## src/rtl/divider_if.sv

```systemverilog
// rtl/divider_if.sv - request/result bundle between the divider and its user
interface divider_if #(
  parameter int N = 8
);
  logic         start;
  logic [N-1:0] dividend;
  logic [N-1:0] divisor;
  logic [N-1:0] quotient;
  logic [N-1:0] remainder;
  logic         ready;
  logic         done;
  logic         div_by_zero;

  modport master (
    output start, dividend, divisor,
    input  quotient, remainder, ready, done, div_by_zero
  );

  modport slave (
    input  start, dividend, divisor,
    output quotient, remainder, ready, done, div_by_zero
  );
endinterface

```

## src/rtl/divider.sv

```systemverilog
// rtl/divider.sv - unsigned restoring shift-subtract divider, one quotient bit per clock
// Optional DIVIDER_DBZ_EN: divisor 0 short-circuits to DONE in one clock and raises div_by_zero.
module divider #(
  parameter int N = 8
) (
  input logic       clk_i,
  input logic       rst_i,
  divider_if.slave  bus
);
  localparam int CW = $clog2(N + 1);

  localparam logic [1:0] S_IDLE = 2'd0;
  localparam logic [1:0] S_RUN  = 2'd1;
  localparam logic [1:0] S_DONE = 2'd2;

  logic [1:0]    state_q, state_d;
  logic [CW-1:0] count_q, count_d;
  logic [N-1:0]  a_q, a_d;
  logic [N-1:0]  q_q, q_d;
  logic [N-1:0]  m_q, m_d;
  logic [N-1:0]  quot_q, quot_d;
  logic [N-1:0]  rem_q, rem_d;
  logic          dbz_q, dbz_d;
  logic [N:0]    shift_a;
  logic [N:0]    trial;

  // A never exceeds the divisor after a restore, so its borrow bit lives only in trial[N].
  always_comb begin
    state_d = state_q;
    count_d = count_q;
    a_d     = a_q;
    q_d     = q_q;
    m_d     = m_q;
    quot_d  = quot_q;
    rem_d   = rem_q;
    dbz_d   = dbz_q;
    shift_a = {a_q, q_q[N-1]};
    trial   = shift_a - {1'b0, m_q};
    case (state_q)
      S_RUN: begin
        if (!trial[N]) begin
          a_d = trial[N-1:0];
          q_d = {q_q[N-2:0], 1'b1};
        end else begin
          a_d = shift_a[N-1:0];
          q_d = {q_q[N-2:0], 1'b0};
        end
        count_d = count_q - CW'(1);
        if (count_q == CW'(1)) begin
          state_d = S_DONE;
          quot_d  = q_d;
          rem_d   = a_d;
        end
      end
      S_IDLE, S_DONE: begin
        state_d = S_IDLE;
        if (bus.start) begin
          a_d     = '0;
          q_d     = bus.dividend;
          m_d     = bus.divisor;
          count_d = CW'(N);
          dbz_d   = 1'b0;
          state_d = S_RUN;
`ifdef DIVIDER_DBZ_EN
          if (bus.divisor == '0) begin
            state_d = S_DONE;
            count_d = '0;
            quot_d  = '1;
            rem_d   = bus.dividend;
            dbz_d   = 1'b1;
          end
`endif
        end
      end
      default: state_d = S_IDLE;
    endcase
  end

  always_ff @(posedge clk_i) begin
    if (rst_i) begin
      state_q <= S_IDLE;
      count_q <= '0;
      a_q     <= '0;
      q_q     <= '0;
      m_q     <= '0;
      quot_q  <= '0;
      rem_q   <= '0;
      dbz_q   <= 1'b0;
    end else begin
      state_q <= state_d;
      count_q <= count_d;
      a_q     <= a_d;
      q_q     <= q_d;
      m_q     <= m_d;
      quot_q  <= quot_d;
      rem_q   <= rem_d;
      dbz_q   <= dbz_d;
    end
  end

  assign bus.ready       = (state_q != S_RUN);
  assign bus.done        = (state_q == S_DONE);
  assign bus.quotient    = quot_q;
  assign bus.remainder   = rem_q;
  assign bus.div_by_zero = dbz_q;
endmodule

```

## src/flat_wrapper.sv

```systemverilog
// flat-port wrapper written by rule: the top's interface ports become plain ports
module divider_flat 
#(
  parameter int N = 8
)
  (clk_i, rst_i, bus_start, bus_dividend, bus_divisor, bus_quotient, bus_remainder, bus_ready, bus_done, bus_div_by_zero);
  divider_if #(.N(N)) bus_i ();
  input logic clk_i;
  input logic rst_i;
  input wire logic [$bits(bus_i.start)-1:0] bus_start;
  input wire logic [$bits(bus_i.dividend)-1:0] bus_dividend;
  input wire logic [$bits(bus_i.divisor)-1:0] bus_divisor;
  output wire logic [$bits(bus_i.quotient)-1:0] bus_quotient;
  output wire logic [$bits(bus_i.remainder)-1:0] bus_remainder;
  output wire logic [$bits(bus_i.ready)-1:0] bus_ready;
  output wire logic [$bits(bus_i.done)-1:0] bus_done;
  output wire logic [$bits(bus_i.div_by_zero)-1:0] bus_div_by_zero;
  assign bus_i.start = bus_start;
  assign bus_i.dividend = bus_dividend;
  assign bus_i.divisor = bus_divisor;
  assign bus_quotient = bus_i.quotient;
  assign bus_remainder = bus_i.remainder;
  assign bus_ready = bus_i.ready;
  assign bus_done = bus_i.done;
  assign bus_div_by_zero = bus_i.div_by_zero;
  divider #(.N(N)) u_core (.clk_i(clk_i), .rst_i(rst_i), .bus(bus_i));
endmodule
```

## config.mk

```make
export PLATFORM = sky130hd
export DESIGN_NAME = divider_flat
export DESIGN_NICKNAME = d
export VERILOG_FILES = /design/src/rtl/divider_if.sv /design/src/rtl/divider.sv /design/src/flat_wrapper.sv
export SDC_FILE = /design/constraint.sdc
export NUM_CORES = 1
export LEC_CHECK = 0
export BUFFER_PORTS_ARGS = -buffer_cell sky130_fd_sc_hd__buf_2
export CORE_AREA = 2 2 67 76
export CTS_CLUSTER_SIZE = 16
export DETAILED_ROUTE_END_ITERATION = 6
export DIE_AREA = 0 0 69 78
export GPL_TIMING_DRIVEN = 0
export PLACE_DENSITY = 0.73
export SYNTH_ARGS = -nofsm -noshare
export SYNTH_HDL_FRONTEND = slang
export SYNTH_SLANG_ARGS = --single-unit
```

## constraint.sdc

```tcl
create_clock -name clk_i -period 2.6 [get_ports clk_i]
set_clock_uncertainty 0.2 [all_clocks]
set_input_delay 0.65 -clock clk_i [delete_from_list [all_inputs] [get_ports clk_i]]
set_output_delay 0.65 -clock clk_i [all_outputs]
set_load 0.02 [all_outputs]
```

==> run_results.csv, run 1 <==
group,metric,value,unit
run_status,status,"finished, violations left",
run_status,violations,"setup timing",
yosys,synth_warnings,0,
die,start_util,0.490,
timing,max_slew_margin,0.545,
yosys,synth_top_area_frac,0.412,
pwr,p_comb_frac,0.394,
timing,rsz0062_at_grt,"true",
pwr,p_clk_frac,0.242,
yosys,syn_inst,261,
yosys,synthTopCellsByCount,"nand2_1 (47), dfxtp_1 (46), nor2_1 (30)",
place,gp_congestion,0.811,
timing,fmax,366,MHz
pwr,peakVddDrop,0.382,mV
worst_setup_path,max_stage_delay,410,ps
pwr,p_sw_frac,0.318,
worst_setup_path,endpoint,"u_core.a_q[5]$_SDFFE_PP0P_",
drt,dr.pass1.iters,4,
finish,drive_above_1_share,0.269,
worst_setup_path,critPathLaunch,"u_core.q_q[7]$_SDFFE_PP0P_",
timing,layout_worst_path_cycle_share,1.05,
worst_setup_path,timing.rr.start,"u_core.q_q[7]$_SDFFE_PP0P_",
finish,final_util,0.622,
yosys,synth_area_leader_cell,"dfxtp_1",
worst_setup_path,cp.required,2580,ps
pwr,pwr-share-seq,0.364,
finish,n_antenna_cell,0,
place,io_buffer_count,36,
pwr,p_per_area,770,mW/mm^2
yosys,yosys_register_bits,46,
pwr,power.leakage,1.14,nW
drt,drt_iter0_markers,101,
die,fp.dieW,69,um
die,io_pins,38,
timing,whs,254,ps
timing,hold_viol_final,0,
worst_setup_path,cpMostUsedCell,"inv_2",
worst_setup_path,critPathLaunchType,"flip-flop",
yosys,syn_area,0.00223,sq mm
worst_setup_path,rr_endpoint,"u_core.a_q[5]$_SDFFE_PP0P_",
yosys,synth_nets,291,
worst_setup_path,worst_path_max_delay_cell,"a311oi_4",
timing,fin_ws,-133,ps
grt,grt_pass1_wl,8340,um
timing,worst_slew_pin_slew,683,ps
yosys,synth-seq-area-share,0.412,
clock_tree,clockRootBuffer,"clkbuf_8",
die,core_area,0.00455,sq mm
grt,antenna_found_initial,0,
yosys,ys_async_sr_fraction,0,
grt,grt_max_degree,15,
clock_tree,numCtsBuffers,5,
drt,drc_errors,0,
worst_setup_path,crit_chain,"inv_2 > ha_4 > inv_2 > fa_2 > a211oi_4 > o211ai_2 > a311oi_4 > buf_4 > and2b_2 > a31oi_4 > o21ai_1",
clock_tree,cts_sinks,46,
worst_hold_path,whs_path_depth,2,
pwr,internal_power,1.49,mW
finish,fin_nets,345,
clock_tree,htree_levels,2,
grt,grtUsageTotal,0.191,
timing,setup_tns,-1240,ps
finish,nFillCells,413,
clock_tree,cts_tree,"built",
pwr,p_switching,0.693,mW
worst_setup_path,worst_ep_arrival_time,2720,ps
die,die_height,78,um
worst_setup_path,critPathCaptureType,"flip-flop",
clock_tree,clk_pin_slew,90,ps
timing,finalSetupViolations,16,
drt,vias,1955,
die,dieArea,0.00538,sq mm
grt,grt_pass1_vias,1849,
yosys,syn_avg_cell_area,8.56,sq um
worst_hold_path,hold_class,"reg -> reg",
worst_setup_path,critPathMaxFanout,5,
yosys,synth_area_leaders,"dfxtp_1 (41%), nand2_1 (7.9%), mux2i_1 (6.7%)",
die,num_rows,26,
drt,wl_per_cell,13.4,um
worst_setup_path,reg2reg_depth,11,
flow_run,drv_cap,0,
worst_setup_path,r2r_slack,-130,ps
clock_tree,cts_max_path_buffers,2,
clock_tree,insertion_delay,290,ps
worst_setup_path,worstSetupPathType,"reg -> reg",
grt,grt-ovfl-total,0,
yosys,yosysMostFrequentCell,"nand2_1",
yosys,synth_edf_count,0,
place,dp_hpwl,3530,um
yosys,synthFlopType,"dfxtp_1",
timing,finalCriticalPeriod,2730,ps
timing,maxSlewViolCount,0,
drt,ant_nets,0,
drt,vias_per_cell,5.26,
finish,area_growth,26.8,%
yosys,synth_cell_types,41,
drt,drt_wl_total,4990,um
[state kept, by name, indices dropped and copies added (netlist names)]
register,flops
u_core.state_q,2
u_core.a_q,8
u_core.count_q,4
u_core.m_q,8
u_core.bus.quotient,8
u_core.q_q,8
u_core.bus.remainder,8
[how the worst min path moves through the flow]
stage	to	from	slack (ps)
6_report	u_core.bus.quotient[6]$_SDFFE_PP0P_	u_core.bus.quotient[6]$_SDFFE_PP0P_	250
3_3_place_gp	u_core.bus.quotient[5]$_SDFFE_PP0P_	u_core.bus.quotient[5]$_SDFFE_PP0P_	240
3_5_place_dp	u_core.bus.quotient[2]$_SDFFE_PP0P_	u_core.bus.quotient[2]$_SDFFE_PP0P_	240
4_1_cts	u_core.bus.quotient[2]$_SDFFE_PP0P_	u_core.bus.quotient[2]$_SDFFE_PP0P_	260
5_1_grt	u_core.bus.quotient[0]$_SDFFE_PP0P_	u_core.bus.quotient[0]$_SDFFE_PP0P_	280
2_1_floorplan	u_core.m_q[1]$_SDFFE_PP0P_	u_core.m_q[1]$_SDFFE_PP0P_	240
[power by group through the flow]
stage	Clock [mW]	Combinational [mW]	Sequential (mW)
floorplan	0	0.418	0.801
global route	0.569	0.928	0.800
finish	0.527	0.859	0.793
global placement	0	0.525	0.802
detailed placement	0	0.536	0.805
CTS	0.537	0.684	0.790
[layout make-up]
type	instances	area, sq um	share of cell area
clock inverter	2	37.5	0.0133
timing repair buffer	47	283	0.0999
buffer	13	88.8	0.0314
clock buffer	6	72.6	0.0256
multi-input combinational	189	1310	0.462
tap	56	70.1	0.0247
sequential	46	923	0.326
inverter	13	48.8	0.0172
[per-stage QoR]
step / power, mW / setup slack (ps) / area, sq um / cells
after detailed placement: 1.34 / -266 / 2480 / 353
after CTS: 2.01 / -188 / 2710 / 368
after floorplan: 1.22 / 62.8 / 2230 / 261
after global placement: 1.33 / -247 / 2480 / 353
final: 2.18 / -133 / 2830 / 372
after global routing: 2.30 / -221 / 2830 / 372
[layer usage]
metal  track usage  up-vias  share of wire
met1         0.237      913           0.46
li1              -     1003              -
met3        0.0338        7          0.036
met2         0.327       32           0.49
met4        0.0765        0          0.015
met5             0        -              0
[what timing repair did]
action                                  4_1_cts  5_1_grt
gates cloned                                  1        0
setup buffers                                 6        5
endpoints found under the setup margin       17       18
hold buffers                                  0        0
endpoints found under the hold margin         0        0
pin swaps                                     9       14
gates resized for setup                      19       16
[worst max-delay path, delay by kind of cell (launching register included)]
family          cells  cell delay [ps]
compound gates      5             1080
buf+inv             3              290
flops               1              330
fa+ha+maj           2              490
simple gates        1              220
[cell families after synthesis]
family          synth area share
simple gates               0.174
buf+inv                   0.0616
fa+ha+maj                 0.0650
mux                       0.0672
xor+xnor                  0.0235
flops                      0.412
compound gates             0.194
other cells              0.00168
[cells in the final DEF (no fill, tap or decap), drive strengths merged]
master,Yosys,routed
a2111o,1,1
a2111oi,1,1
a211oi,15,15
a21oi,27,27
a22o,1,1
a311o,1,1
a311oi,1,1
a31oi,1,1
and2b,1,1
and3b,1,1
buf,5,52
bufinv,0,1
clkbuf,8,14
clkinv,1,1
clkinvlp,0,1
conb,1,1
dfxtp,46,46
fa,1,1
ha,10,10
inv,12,12
mux2i,15,15
nand2,47,47
nand2b,4,4
nand3,1,1
nor2,30,30
nor2b,3,3
nor3,1,1
nor3b,1,1
nor4,1,1
nor4b,1,1
o211a,1,1
o211ai,2,2
o21a,1,1
o21ai,12,12
or3,1,1
xnor2,2,2
xor2,4,4
(Power assumes the default switching activity.)
==> inputs of run 2 (changes only) <==
- CORE_AREA: 2 2 67 76 -> 2 2 77 86
- DIE_AREA: 0 0 69 78 -> 0 0 79 88
- PLACE_DENSITY: 0.73 -> unset
==> run_results.csv, run 2 (synthesis gave the netlist of run 1 again) <==
group,metric,value,unit
die,fp.dieW,79,um
worst_setup_path,worst_ep_arrival_time,2700,ps
finish,final_cell_count_no_fill,395,
drt,drc_errors,0,
die,core_area,0.00608,sq mm
timing,layout_worst_path_cycle_share,1.04,
worst_setup_path,critPathMaxFanout,4,
drt,vias_per_cell,4.92,
clock_tree,hold_buffers,0,
place,gp_congestion,0.793,
worst_setup_path,critPathLaunchType,"flip-flop",
grt,use_met2,0.264,
timing,rsz0062_at_grt,"true",
timing,finalSetupViolations,16,
timing,maxSlewViolCount,0,
die,dieArea,0.00695,sq mm
grt,antenna_found_initial,0,
drt,vias,1942,
place,dp.cells,377,
drt,dr.pass1.iters,4,
timing,fmax,368,MHz
worst_setup_path,crit_chain,"inv_2 > ha_4 > inv_2 > fa_2 > a211oi_4 > o211ai_2 > a311oi_4 > buf_4 > buf_6 > mux2i_4 > nand2b_1 > a21oi_1",
timing,worst_slew_pin_slew,718,ps
finish,final_util,0.463,
worst_setup_path,worstSetupPathType,"reg -> reg",
flow_run,drv_cap,0,
finish,area_growth,26.2,%
timing,max_slew_margin,0.521,
finish,final_common_cell,"nand2_1",
pwr,power.leakage,1.12,nW
worst_hold_path,hold_class,"reg -> reg",
worst_setup_path,cpMostUsedCell,"inv_2",
die,start_util,0.367,
worst_setup_path,path_buf_inv,4,
worst_setup_path,critPathCaptureType,"flip-flop",
worst_setup_path,crit_family,"compound AO/OA/AOI/OAI gates",
run_status,status,"finished, violations left",
finish,final_cell_mix,"nand2_1 (47), dfxtp_1 (45), buf_2 (37)",
drt,ant_nets,0,
run_status,violations,"setup timing",
clock_tree,clockRootBuffer,"clkbuf_8",
clock_tree,cts_sinks,46,
timing,fin_ws,-114,ps
grt,use_met1,0.204,
clock_tree,clk_pin_slew,100,ps
finish,n_antenna_cell,0,
die,die_height,88,um
grt,use_met3,0.0330,
clock_tree,insertion_delay,310,ps
worst_setup_path,worst_path_max_delay_cell,"fa_2",
place,dp_hpwl,3660,um
grt,grt.busiest_layer,"met2",
die,num_rows,30,
timing,hold_viol_final,0,
die,io_pins,38,
grt,grtUsageTotal,0.157,
grt,grt_pass1_wl,8550,um
drt,drt_iter0_markers,72,
clock_tree,htree_levels,2,
finish,drive_above_1_share,0.254,
drt,wl_per_cell,13.1,um
drt,drt_wl_total,5180,um
clock_tree,cts_max_path_buffers,2,
worst_setup_path,max_stage_delay,360,ps
grt,grt_pass1_vias,1877,
place,io_buffer_count,36,
clock_tree,numCtsBuffers,5,
grt,grt_max_degree,17,
worst_setup_path,cp.required,2580,ps
timing,finalCriticalPeriod,2710,ps
finish,fin_nets,344,
pwr,p_per_area,748,mW/mm^2
clock_tree,cts_tree,"built",
pwr,peakVddDrop,0.459,mV
grt,grt-ovfl-total,0,
==> run 2: cell types whose count changed in the layout (fill, tap and decap cells not counted), moves of 2 or more <==
cell / previous run / this run
a21oi_2: 2 / 0
a211oi_2: 3 / 1
buf_4: 11 / 8
o21ai_2: 0 / 2
a211oi_1: 11 / 13
a21oi_1: 25 / 27
==> run 2: layout make-up <==
| class | count | area (sq um) |
|---|---|---|
| fill | 604 | 3260 |
| multi-input combinational | 189 | 1280 |
| sequential | 46 | 922 |
| timing repair buffer | 46 | 287 |
| tap | 80 | 100 |
| buffer | 13 | 88.8 |
| clock buffer | 5 | 68.8 |
| inverter | 13 | 48.8 |
| clock inverter | 3 | 23.8 |
==> run 2: worst min-delay path: cells and delay by family (launching register included) <==
kind | cells | cell delay (ps)
AOI/OAI and AO/OA | 1 | 50
DFF | 1 | 320
and+or+nand+nor | 1 | 50
==> run 2: per-layer routing <==
metal  part of all wire  wire length [um]  vias up
li1                   -                 -     1002
met4             0.0081                42        0
met2               0.48              2470       36
met3              0.039               203        4
met1               0.47              2460      900
met5                  0                 0        -
==> run 2: worst paths after layout <==
path / cells past startpoint / from / slack [ps] / to
worst max-delay path: 12 / u_core.q_q[7]$_SDFFE_PP0P_ / -110 / u_core.bus.remainder[2]$_SDFFE_PP0P_
worst min register to register: 2 / u_core.bus.quotient[3]$_SDFFE_PP0P_ / 260 / u_core.bus.quotient[3]$_SDFFE_PP0P_
worst min-delay path: 2 / u_core.bus.quotient[3]$_SDFFE_PP0P_ / 260 / u_core.bus.quotient[3]$_SDFFE_PP0P_
worst max register to register: 12 / u_core.q_q[7]$_SDFFE_PP0P_ / -110 / u_core.bus.remainder[2]$_SDFFE_PP0P_
==> run 2: power by group <==
part	internal [mW]	switching, mW
Clock	0.193	0.264
Sequential	0.752	0.0400
Combinational	0.453	0.406
==> run 2: metrics by stage <==
step | area [sq um] | setup slack [ps] | total power, mW | TNS, ps | hold WS, ps
2_1_floorplan | 2230 | 62.8 | 1.22 | 0 | 236
3_3_place_gp | 2510 | -262 | 1.33 | -3030 | 243
3_5_place_dp | 2510 | -263 | 1.34 | -3010 | 243
4_1_cts | 2790 | -197 | 2.09 | -2260 | 257
5_1_grt | 2820 | -235 | 2.22 | -2680 | 278
6_report | 2820 | -114 | 2.11 | -898 | 255
==> run 2: what timing repair did <==
action / 4_1_cts / 5_1_grt
buffers inserted: 10 / 0
gates resized for setup: 27 / 6
setup endpoints to repair: 18 / 18
pin swaps: 11 / 8
cloned: 0 / 0
==> inputs of run 3 (changes only) <==
- CORE_AREA: 2 2 77 86 -> 2 2 94 105
- DIE_AREA: 0 0 79 88 -> 0 0 96 107
- PLACE_DENSITY: unset -> 0.49
- SKIP_LAST_GASP: unset -> 1
==> run_results.csv, run 3 (synthesis gave the netlist of run 1 again) <==
group,metric,value,unit
run_status,violations,"setup timing",
clock_tree,hold_buffers,0,
finish,drive_above_1_share,0.243,
pwr,p_comb_frac,0.388,
clock_tree,cts_sinks,46,
timing,whs,252,ps
worst_setup_path,cp.required,2580,ps
pwr,total_power,2.00,mW
timing,fin_ws,-74.4,ps
pwr,p_sw_frac,0.338,
clock_tree,insertion_delay,300,ps
clock_tree,clk_pin_slew,90,ps
flow_run,drv_cap,0,
die,num_rows,37,
clock_tree,htree_levels,2,
pwr,internal_power,1.33,mW
drt,ant_nets,0,
grt,grt_pass1_wl,9110,um
clock_tree,numCtsBuffers,5,
clock_tree,clockRootBuffer,"clkbuf_8",
place,placed_area,0.00256,sq mm
timing,layout_worst_path_cycle_share,1.03,
drt,drt_iter0_markers,58,
worst_setup_path,endpoint,"u_core.a_q[1]$_SDFFE_PP0P_",
worst_setup_path,worst_ep_arrival_time,2650,ps
worst_setup_path,critPathLaunchType,"flip-flop",
die,dieArea,0.0103,sq mm
drt,drc_errors,0,
run_status,status,"finished, violations left",
worst_setup_path,critPathCaptureType,"flip-flop",
die,fp.dieW,96,um
worst_hold_path,hold_class,"reg -> reg",
grt,grt-ovfl-total,0,
worst_setup_path,worstSetupPathType,"reg -> reg",
grt,antenna_found_initial,0,
finish,n_antenna_cell,0,
drt,drt_wl_total,5480,um
timing,max_slew_margin,0.535,
timing,finalSetupViolations,8,
place,dp_hpwl,4070,um
timing,hold_viol_final,0,
clock_tree,cts_max_path_buffers,2,
clock_tree,cts_tree,"built",
finish,nFillCells,981,
worst_setup_path,worst_path_max_delay_cell,"a311oi_4",
timing,finalCriticalPeriod,2670,ps
drt,vias_per_cell,4.40,
finish,final_cell_mix,"nand2_1 (47), dfxtp_1 (45), buf_2 (37)",
drt,wl_per_cell,12.7,um
worst_setup_path,crit_family,"compound AO/OA/AOI/OAI gates",
worst_setup_path,timing.rr.start,"u_core.q_q[7]$_SDFFE_PP0P_",
pwr,peakVddDrop,0.258,mV
worst_setup_path,critPathMaxFanout,4,
worst_setup_path,max_stage_delay,370,ps
finish,stdcell_area,0.00282,sq mm
timing,maxSlewViolCount,0,
die,core_area,0.00921,sq mm
pwr,power.leakage,1.10,nW
drt,vias,1891,
grt,grtUsageTotal,0.115,
finish,fin_nets,342,
pwr,pwr-share-seq,0.396,
worst_setup_path,reg2reg_depth,11,
pwr,p_per_area,710,mW/mm^2
grt,grt_max_degree,15,
drt,dr.pass1.iters,4,
timing,fmax,374,MHz
finish,final_common_cell,"nand2_1",
worst_setup_path,rr_endpoint,"u_core.a_q[1]$_SDFFE_PP0P_",
finish,area_growth,26.4,%
die,die_height,107,um
worst_setup_path,cp.depth,11,
worst_setup_path,path_buf_inv,4,
pwr,p_clk_frac,0.216,
pwr,p_switching,0.678,mW
worst_setup_path,critPathLaunch,"u_core.q_q[7]$_SDFFE_PP0P_",
place,gp_congestion,0.801,
grt,grt_pass1_vias,1895,
timing,rsz0062_at_grt,"true",
worst_setup_path,cpMostUsedCell,"inv_2",
worst_setup_path,r2r_slack,-70,ps
die,start_util,0.242,
finish,multi_input_area,0.00129,sq mm
finish,seq_area,922,sq um
timing,worst_slew_pin_slew,697,ps
place,io_buffer_count,36,
die,io_pins,38,
worst_setup_path,crit_chain,"inv_2 > ha_4 > inv_2 > fa_2 > a211oi_4 > o211ai_2 > a311oi_4 > buf_4 > buf_6 > mux2i_4 > o21ai_1",
[run 3: worst min path at each step]
stage	start	endpoint	slack, ps	cells after the start
after floorplan	u_core.m_q[1]$_SDFFE_PP0P_	u_core.m_q[1]$_SDFFE_PP0P_	240	2
after global placement	u_core.bus.quotient[0]$_SDFFE_PP0P_	u_core.bus.quotient[0]$_SDFFE_PP0P_	240	2
after detailed placement	u_core.bus.quotient[3]$_SDFFE_PP0P_	u_core.bus.quotient[3]$_SDFFE_PP0P_	240	2
after CTS	u_core.bus.quotient[3]$_SDFFE_PP0P_	u_core.bus.quotient[3]$_SDFFE_PP0P_	260	2
after global routing	u_core.m_q[6]$_SDFFE_PP0P_	u_core.m_q[6]$_SDFFE_PP0P_	280	2
final	u_core.bus.quotient[5]$_SDFFE_PP0P_	u_core.bus.quotient[5]$_SDFFE_PP0P_	250	2
[run 3: power by group through the flow]
stage / clock network (mW) / registers (mW) / logic [mW]
finish: 0.432 / 0.793 / 0.778
global route: 0.475 / 0.801 / 0.843
CTS: 0.458 / 0.793 / 0.759
detailed placement: 0 / 0.806 / 0.547
global placement: 0 / 0.804 / 0.542
floorplan: 0 / 0.801 / 0.418
[run 3: metrics by stage]
stage,setup TNS [ps],util,instances,setup WS [ps]
finish,-443,0.306,430,-74.4
detailed placement,-4130,0.278,414,-340
global placement,-3990,0.278,414,-338
floorplan,0,-,261,62.8
CTS,-1690,0.304,430,-149
global route,-1640,0.306,430,-167
[run 3: per-layer routing]
metal | wire, um | global-route usage | up-vias
li1 | - | - | 995
met1 | 2620 | 0.149 | 864
met2 | 2610 | 0.189 | 26
met3 | 161 | 0.0218 | 6
met4 | 86 | 0.0398 | 0
met5 | 0 | 0 | -
[run 3: layout make-up]
| cell class | instances | share of cell area |
|---|---|---|
| inverters | 13 | 0.0173 |
| repair buffers | 44 | 0.0864 |
| well taps | 117 | 0.0519 |
| plain buffers | 13 | 0.0315 |
| clock buffers | 6 | 0.0257 |
| flip-flops and latches | 46 | 0.327 |
| clock inverters | 2 | 0.00488 |
| multi-input cells | 189 | 0.456 |
[run 3: what timing repair did]
action | 4_1_cts | 5_1_grt
endpoints found under the setup margin | 18 | 18
gates cloned | 1 | 0
setup buffers | 7 | 1
resized for setup | 26 | 5
pin swaps | 8 | 3
hold endpoints to repair | 0 | 0
[run 3: worst register-to-register path, stage by stage (launching register included)]
cell,delay (ps)
dfxtp_2,330
inv_2,80
ha_4,130
inv_2,30
fa_2,360
a211oi_4,280
o211ai_2,130
a311oi_4,370
buf_4,180
buf_6,130
mux2i_4,260
o21ai_1,70
